### config.mk
export PLATFORM = sky130hd
export DESIGN_NAME = alu_exec_unit
export DESIGN_NICKNAME = d
export VERILOG_FILES = /design/src/rtl/alu_pkg.sv /design/src/rtl/mul_iter.sv /design/src/rtl/alu_exec_unit.sv
export SDC_FILE = /design/constraint.sdc
export NUM_CORES = 1
export LEC_CHECK = 0
export ABC_AREA = 1
export CAP_MARGIN = 0
export CORE_MARGIN = 2
export CORE_UTILIZATION = 50
export CTS_CLUSTER_SIZE = 12
export DETAILED_ROUTE_END_ITERATION = 10
export GPL_ROUTABILITY_DRIVEN = 0
export PLACE_DENSITY_LB_ADDON = 0.1
export SLEW_MARGIN = 20
export SYNTH_ARGS = -nofsm -noshare
export SYNTH_HDL_FRONTEND = slang
export SYNTH_SLANG_ARGS = --single-unit
### constraint.sdc
create_clock -name clk_i -period 10 [get_ports clk_i]
set_clock_uncertainty 0.2 [all_clocks]
set_input_delay 2 -clock clk_i [delete_from_list [all_inputs] [get_ports clk_i]]
set_output_delay 2 -clock clk_i [all_outputs]
set_load 0.01 [all_outputs]
### src/rtl/alu_pkg.sv
// rtl/alu_pkg.sv - shared ALU control codes and execution-unit FSM encoding
package alu_pkg;

  localparam logic [3:0] ALU_AND  = 4'd0;
  localparam logic [3:0] ALU_XOR  = 4'd1;
  localparam logic [3:0] ALU_SLL  = 4'd2;
  localparam logic [3:0] ALU_ADD  = 4'd3;
  localparam logic [3:0] ALU_SUB  = 4'd4;
  localparam logic [3:0] ALU_MUL  = 4'd5;
  localparam logic [3:0] ALU_ADDI = 4'd6;
  localparam logic [3:0] ALU_SRAI = 4'd7;
  localparam logic [3:0] ALU_LDSD = 4'd8;
  localparam logic [3:0] ALU_BEQ  = 4'd9;

  typedef enum logic [1:0] {
    ST_IDLE = 2'd0,
    ST_MUL  = 2'd1,
    ST_DONE = 2'd2
  } state_t;

endpackage

### src/rtl/mul_iter.sv
// rtl/mul_iter.sv - iterative shift-add multiplier retiring BITS_PER_CYCLE multiplier bits per step
module mul_iter #(
  parameter int DATA_WIDTH     = 32,
  parameter int BITS_PER_CYCLE = 1
) (
  input  logic                  clk,
  input  logic                  rst,
  input  logic                  abort,
  input  logic                  start,
  input  logic [DATA_WIDTH-1:0] a,
  input  logic [DATA_WIDTH-1:0] b,
  output logic                  done,
  output logic [DATA_WIDTH-1:0] product
);

  localparam int STEPS = DATA_WIDTH / BITS_PER_CYCLE;
  localparam int CW    = (STEPS > 1) ? $clog2(STEPS) : 1;

  logic [DATA_WIDTH-1:0] acc;
  logic [DATA_WIDTH-1:0] mcand;
  logic [DATA_WIDTH-1:0] mplier;
  logic [DATA_WIDTH-1:0] partial;
  logic [CW-1:0]         count;
  logic                  busy;

  // product is the accumulator including the current step, so the final
  // value is visible on the same cycle done is high
  always_comb begin
    partial = '0;
    for (int j = 0; j < BITS_PER_CYCLE; j++) begin
      if (mplier[j]) partial = partial + (mcand << j);
    end
    product = acc + partial;
    done    = busy && (count == CW'(STEPS - 1));
  end

  always_ff @(posedge clk) begin
    if (rst || abort) begin
      busy   <= 1'b0;
      count  <= '0;
      acc    <= '0;
      mcand  <= '0;
      mplier <= '0;
    end else if (start) begin
      busy   <= 1'b1;
      count  <= '0;
      acc    <= '0;
      mcand  <= a;
      mplier <= b;
    end else if (busy) begin
      acc    <= product;
      mcand  <= mcand << BITS_PER_CYCLE;
      mplier <= mplier >> BITS_PER_CYCLE;
      count  <= count + 1'b1;
      if (done) busy <= 1'b0;
    end
  end

endmodule

### src/rtl/alu_exec_unit.sv
// rtl/alu_exec_unit.sv - EX-stage execution unit: registered single-cycle ALU plus iterative MUL
module alu_exec_unit
  import alu_pkg::*;
#(
  parameter int DATA_WIDTH         = 32,
  parameter int MUL_BITS_PER_CYCLE = 1
) (
  input  logic                  clk_i,
  input  logic                  rst_i,
  input  logic                  flush_i,
  input  logic                  valid_i,
  input  logic [3:0]            ALUCtrl_i,
  input  logic [DATA_WIDTH-1:0] data1_i,
  input  logic [DATA_WIDTH-1:0] data2_i,
  output logic                  ready_o,
  output logic                  valid_o,
  output logic [DATA_WIDTH-1:0] data_o,
  output logic                  Zero_o
);

  localparam int SHW = $clog2(DATA_WIDTH);

  state_t                state;
  state_t                state_next;
  logic                  accept;
  logic                  is_mul;
  logic                  mul_done;
  logic [DATA_WIDTH-1:0] mul_product;
  logic [DATA_WIDTH-1:0] alu_result;
  logic [SHW-1:0]        shamt;
  logic                  valid_next;
  logic [DATA_WIDTH-1:0] data_next;

  assign ready_o = (state != ST_MUL);
  assign accept  = valid_i & ready_o & ~flush_i;
  assign is_mul  = (ALUCtrl_i == ALU_MUL);
  assign shamt   = data2_i[SHW-1:0];

  always_comb begin
    alu_result = '0;
    case (ALUCtrl_i)
      ALU_AND:                      alu_result = data1_i & data2_i;
      ALU_XOR:                      alu_result = data1_i ^ data2_i;
      ALU_SLL:                      alu_result = data1_i << shamt;
      ALU_ADD, ALU_ADDI, ALU_LDSD:  alu_result = data1_i + data2_i;
      ALU_SUB, ALU_BEQ:             alu_result = data1_i - data2_i;
      ALU_SRAI:                     alu_result = $unsigned($signed(data1_i) >>> shamt);
      default:                      alu_result = '0;
    endcase
  end

  // Operands are captured inside the multiplier at accept, so later input
  // changes during the busy window have no effect.
  mul_iter #(
    .DATA_WIDTH    (DATA_WIDTH),
    .BITS_PER_CYCLE(MUL_BITS_PER_CYCLE)
  ) u_mul (
    .clk    (clk_i),
    .rst    (rst_i),
    .abort  (flush_i),
    .start  (accept & is_mul),
    .a      (data1_i),
    .b      (data2_i),
    .done   (mul_done),
    .product(mul_product)
  );

  always_ff @(posedge clk_i) begin
    if (rst_i) state <= ST_IDLE;
    else       state <= state_next;
  end

  always_comb begin
    state_next = state;
    if (flush_i) begin
      state_next = ST_IDLE;
    end else begin
      case (state)
        ST_IDLE, ST_DONE: state_next = (accept && is_mul) ? ST_MUL : ST_IDLE;
        ST_MUL:           state_next = mul_done ? ST_DONE : ST_MUL;
        default:          state_next = ST_IDLE;
      endcase
    end
  end

  always_comb begin
    valid_next = 1'b0;
    data_next  = data_o;
    if (!flush_i) begin
      if (state == ST_MUL) begin
        if (mul_done) begin
          valid_next = 1'b1;
          data_next  = mul_product;
        end
      end else if (accept && !is_mul) begin
        valid_next = 1'b1;
        data_next  = alu_result;
      end
    end
  end

  always_ff @(posedge clk_i) begin
    if (rst_i) begin
      valid_o <= 1'b0;
      data_o  <= '0;
      Zero_o  <= 1'b1;
    end else begin
      valid_o <= valid_next;
      data_o  <= data_next;
      Zero_o  <= (data_next == '0);
    end
  end

endmodule

==> reports/qor.csv <==
stage,metric,value,unit
cts,root buf cell,clkbuf_16,
routing,routed via count,20000,
cts,Num Clock Sinks,138,
floorplanning,Die Width,184,um
floorplanning,Starting Density,0.510,
cts,Clock Latency Late Sink,480,ps
timing,FMAX,132,MHz
floorplanning,Die H,184,um
routing,residual DRC count,0,
synthesis,sequential area share after synthesis,0.171,
timing,Worst Max-Slew Pin Slew,1150,ps
critical_path,reg-to-reg critical path endpoint,Zero_o,
critical_path,Critical-path top delay cell,inv_1,
global_route,initial antenna violation count,0,
final_layout,ant diodes,0,
critical_path,CP peak stage delay,980,ps
cts,H-tree depth,4,
routing,drt total wl,66400,um
power_and_ir_drop,Sw Ratio,0.412,
power_and_ir_drop,Reg power frac,0.295,
synthesis,synth warn,0,
timing,"Hold Violations, Final",0,
power_and_ir_drop,Combinational Power Share,0.352,
critical_path,crit path kind,input port to flip-flop,
final_layout,Non-Filler Instances,3359,
cts,Clock Tree Buf Depth,2,
final_layout,most frequent cells in the layout,"nand2_1, nand3_1, inv_1",
cts,clock slew at reported path FFs,70,ps
final_layout,fin nets,3116,
power_and_ir_drop,Clock Power Share,0.353,
min_path,Worst Min Path Start,u_mul.mplier[31],
power_and_ir_drop,Max rail drop VDD,135,uV
final_layout,register area,0.00277,mm2
global_route,vias in the first global route,18100,
synthesis,share of the synthesized area in the top cell type,0.241,
critical_path,R2R setup slack,6200,ps
routing,Post-DRT Antenna Nets,0,
floorplanning,core area,0.0317,mm2
final_layout,multi-input combinational cell area,0.0115,mm2
critical_path,Worst EP arrival,7760,ps
timing,Final Setup Violations,0,
synthesis,"top cells by area, synth","nand2_1, dfxtp_1, nand3_1",
global_route,Overflow after GRT,0,
timing,Tmin final,7550,ps
critical_path,Critical R2R Launch,u_mul.mplier[0],
critical_path,Setup crit end kind,flip-flop,
critical_path,Critical Path Fanout Max,32,
cts,CTS tree,built,
cts,Post-CTS Hold Fix Bufs,0,
synthesis,number of synthesized flops with an enable pin,0,
routing,vias per cell,5.97,
routing,WL/cell,19.8,um
cts,cts bufs inserted,17,
place,Port Buffers,106,
timing,RSZ-0062 raised after global routing,no,
status,status,"complete, no violations",
floorplanning,Ports,107,
synthesis,ys flop type,dfxtp_1,
synthesis,Gate Count Post-Synth,2925,
critical_path,R2R cell count,24,
synthesis,syn avg cell area,5.53,um2
synthesis,share of flip-flops with an asynchronous set or reset,0,
critical_path,CP Data Required Time,10210,ps
power_and_ir_drop,PwrDens,107,mW/mm2
timing,Tcrit/Tclk final,0.755,
power_and_ir_drop,P_leak,9.05,nW
synthesis,Syn Nets,3097,
final_layout,area added between synthesis and finish,10.6,%
timing,worst rel slew slack,0.230,
final_layout,Finished Core Util,0.564,
min_path,Hold Crit Endpoint,u_mul.mplier[31],
min_path,hold depth,2,
critical_path,"most used cell, CP",nand2_1,
final_layout,"most common cell after layout, fill and taps aside",nand2_1,
global_route,first-pass GRT wire length,102000,um
place,DP HPWL,51400,um
synthesis,count of cell types in the netlist,52,
power_and_ir_drop,Pint,0.00113,W
timing,pins over their slew limit,0,
floorplanning,# rows,65,
power_and_ir_drop,sw power,0.000792,W
routing,Detailed Routing Iterations Pass 1,10,
final_layout,share of cells above drive strength 1,0.0396,
cts,# Post-CTS Setup Buffers,0,
routing,number of DRC markers in iteration 0,2794,
final_layout,# fillers,3295,
synthesis,Mapped Area,0.0162,mm2
min_path,Hold/Removal Path Class,flip-flop to flip-flop,
run,MaxCap Viol Count,0,
critical_path,CP Launch Type,input port,
timing,setup TNS,0,ps
synthesis,Seq cells post-synth,138,
synthesis,Yosys top cell by area,nand2_1,
cts,Resized cells post-CTS,0,
floorplanning,Die ar.,0.0338,mm2
place,placed cells,3327,
global_route,Total Routing Usage GR,0.391,
global_route,largest net degree at the start of global routing,86,
layer usage:
metal / up-vias / wire length [um] / track usage
met1: 8980 / 26600 / 0.514
met2: 1301 / 27900 / 0.598
met5: - / 0 / 0
met3: 214 / 8170 / 0.0792
met4: 0 / 3770 / 0.216
li1: 9542 / - / -
cell usage after synthesis, types with 35 or more instances:
| cell | number |
|---|---|
| nor2_1 | 211 |
| xor2_1 | 37 |
| nand2_1 | 1039 |
| o21ai_0 | 78 |
| a31oi_1 | 64 |
| dfxtp_1 | 138 |
| clkbuf_1 | 65 |
| a21oi_1 | 105 |
| buf_2 | 35 |
| nand3_1 | 448 |
| ha_1 | 98 |
| inv_1 | 343 |
layout make-up:
class | count | area share
inverter | 356 | 0.0750
sequential | 138 | 0.155
clock inverter | 15 | 0.00965
tap | 402 | 0.0281
multi-input combinational | 2302 | 0.640
timing repair buffer | 129 | 0.0684
clock buffer | 17 | 0.0238
state kept, by name (all words and copies together) (netlist names):
register      count
Zero_o            1
data_o           32
state             2
u_mul.acc        32
u_mul.busy        1
u_mul.count       5
u_mul.mcand      32
u_mul.mplier     32
valid_o           1
worst max path at each step:
| stage | start | to | slack, ps | depth (start not counted) |
|---|---|---|---|---|
| final | data2_i[3] | Zero_o | 2450 | 29 |
| after global routing | data2_i[3] | Zero_o | 2080 | 29 |
| after CTS | data2_i[3] | Zero_o | 2710 | 29 |
| after detailed placement | data2_i[3] | Zero_o | 2280 | 29 |
| after global placement | data2_i[3] | Zero_o | 2360 | 30 |
| after floorplan | data2_i[0] | Zero_o | 4570 | 33 |
worst max-delay path, delay by kind of cell:
kind,cells,cell delay (ps)
buffers and inverters,4,1970
AND/OR/NAND/NOR,22,3000
XOR/XNOR,1,220
AO/OA/AOI/OAI,1,150
adder cells (fa/ha/maj),1,420
cells by family (layout without fill, tap and decap cells):
logic type | after synthesis | after routing | share of synthesized area
xor+xnor | 47 | 47 | 0.0266
buf+inv | 485 | 517 | 0.122
simple gates | 1809 | 1809 | 0.475
fa+ha+maj | 100 | 100 | 0.0783
flops | 138 | 138 | 0.171
compound gates | 346 | 346 | 0.128
metrics by stage:
step	power (W)	setup WS (ps)	hold WS, ps	area, um2
final	0.00192	2450	262	17900
after global routing	0.00200	2080	296	17900
after CTS	0.00190	2710	263	17900
after detailed placement	0.00123	2280	253	17300
after global placement	0.00123	2360	252	17300
after floorplan	0.00100	4570	241	16200
power by group through the flow:
| stage | clock network (W) | registers (W) | logic [W] |
|---|---|---|---|
| 2_1_floorplan | 0 | 0.000581 | 0.000420 |
| 5_1_grt | 0.000701 | 0.000568 | 0.000734 |
| 4_1_cts | 0.000682 | 0.000567 | 0.000652 |
| 3_3_place_gp | 0 | 0.000580 | 0.000646 |
| 6_report | 0.000678 | 0.000567 | 0.000677 |
| 3_5_place_dp | 0 | 0.000579 | 0.000649 |
(Power assumes the default switching activity.)
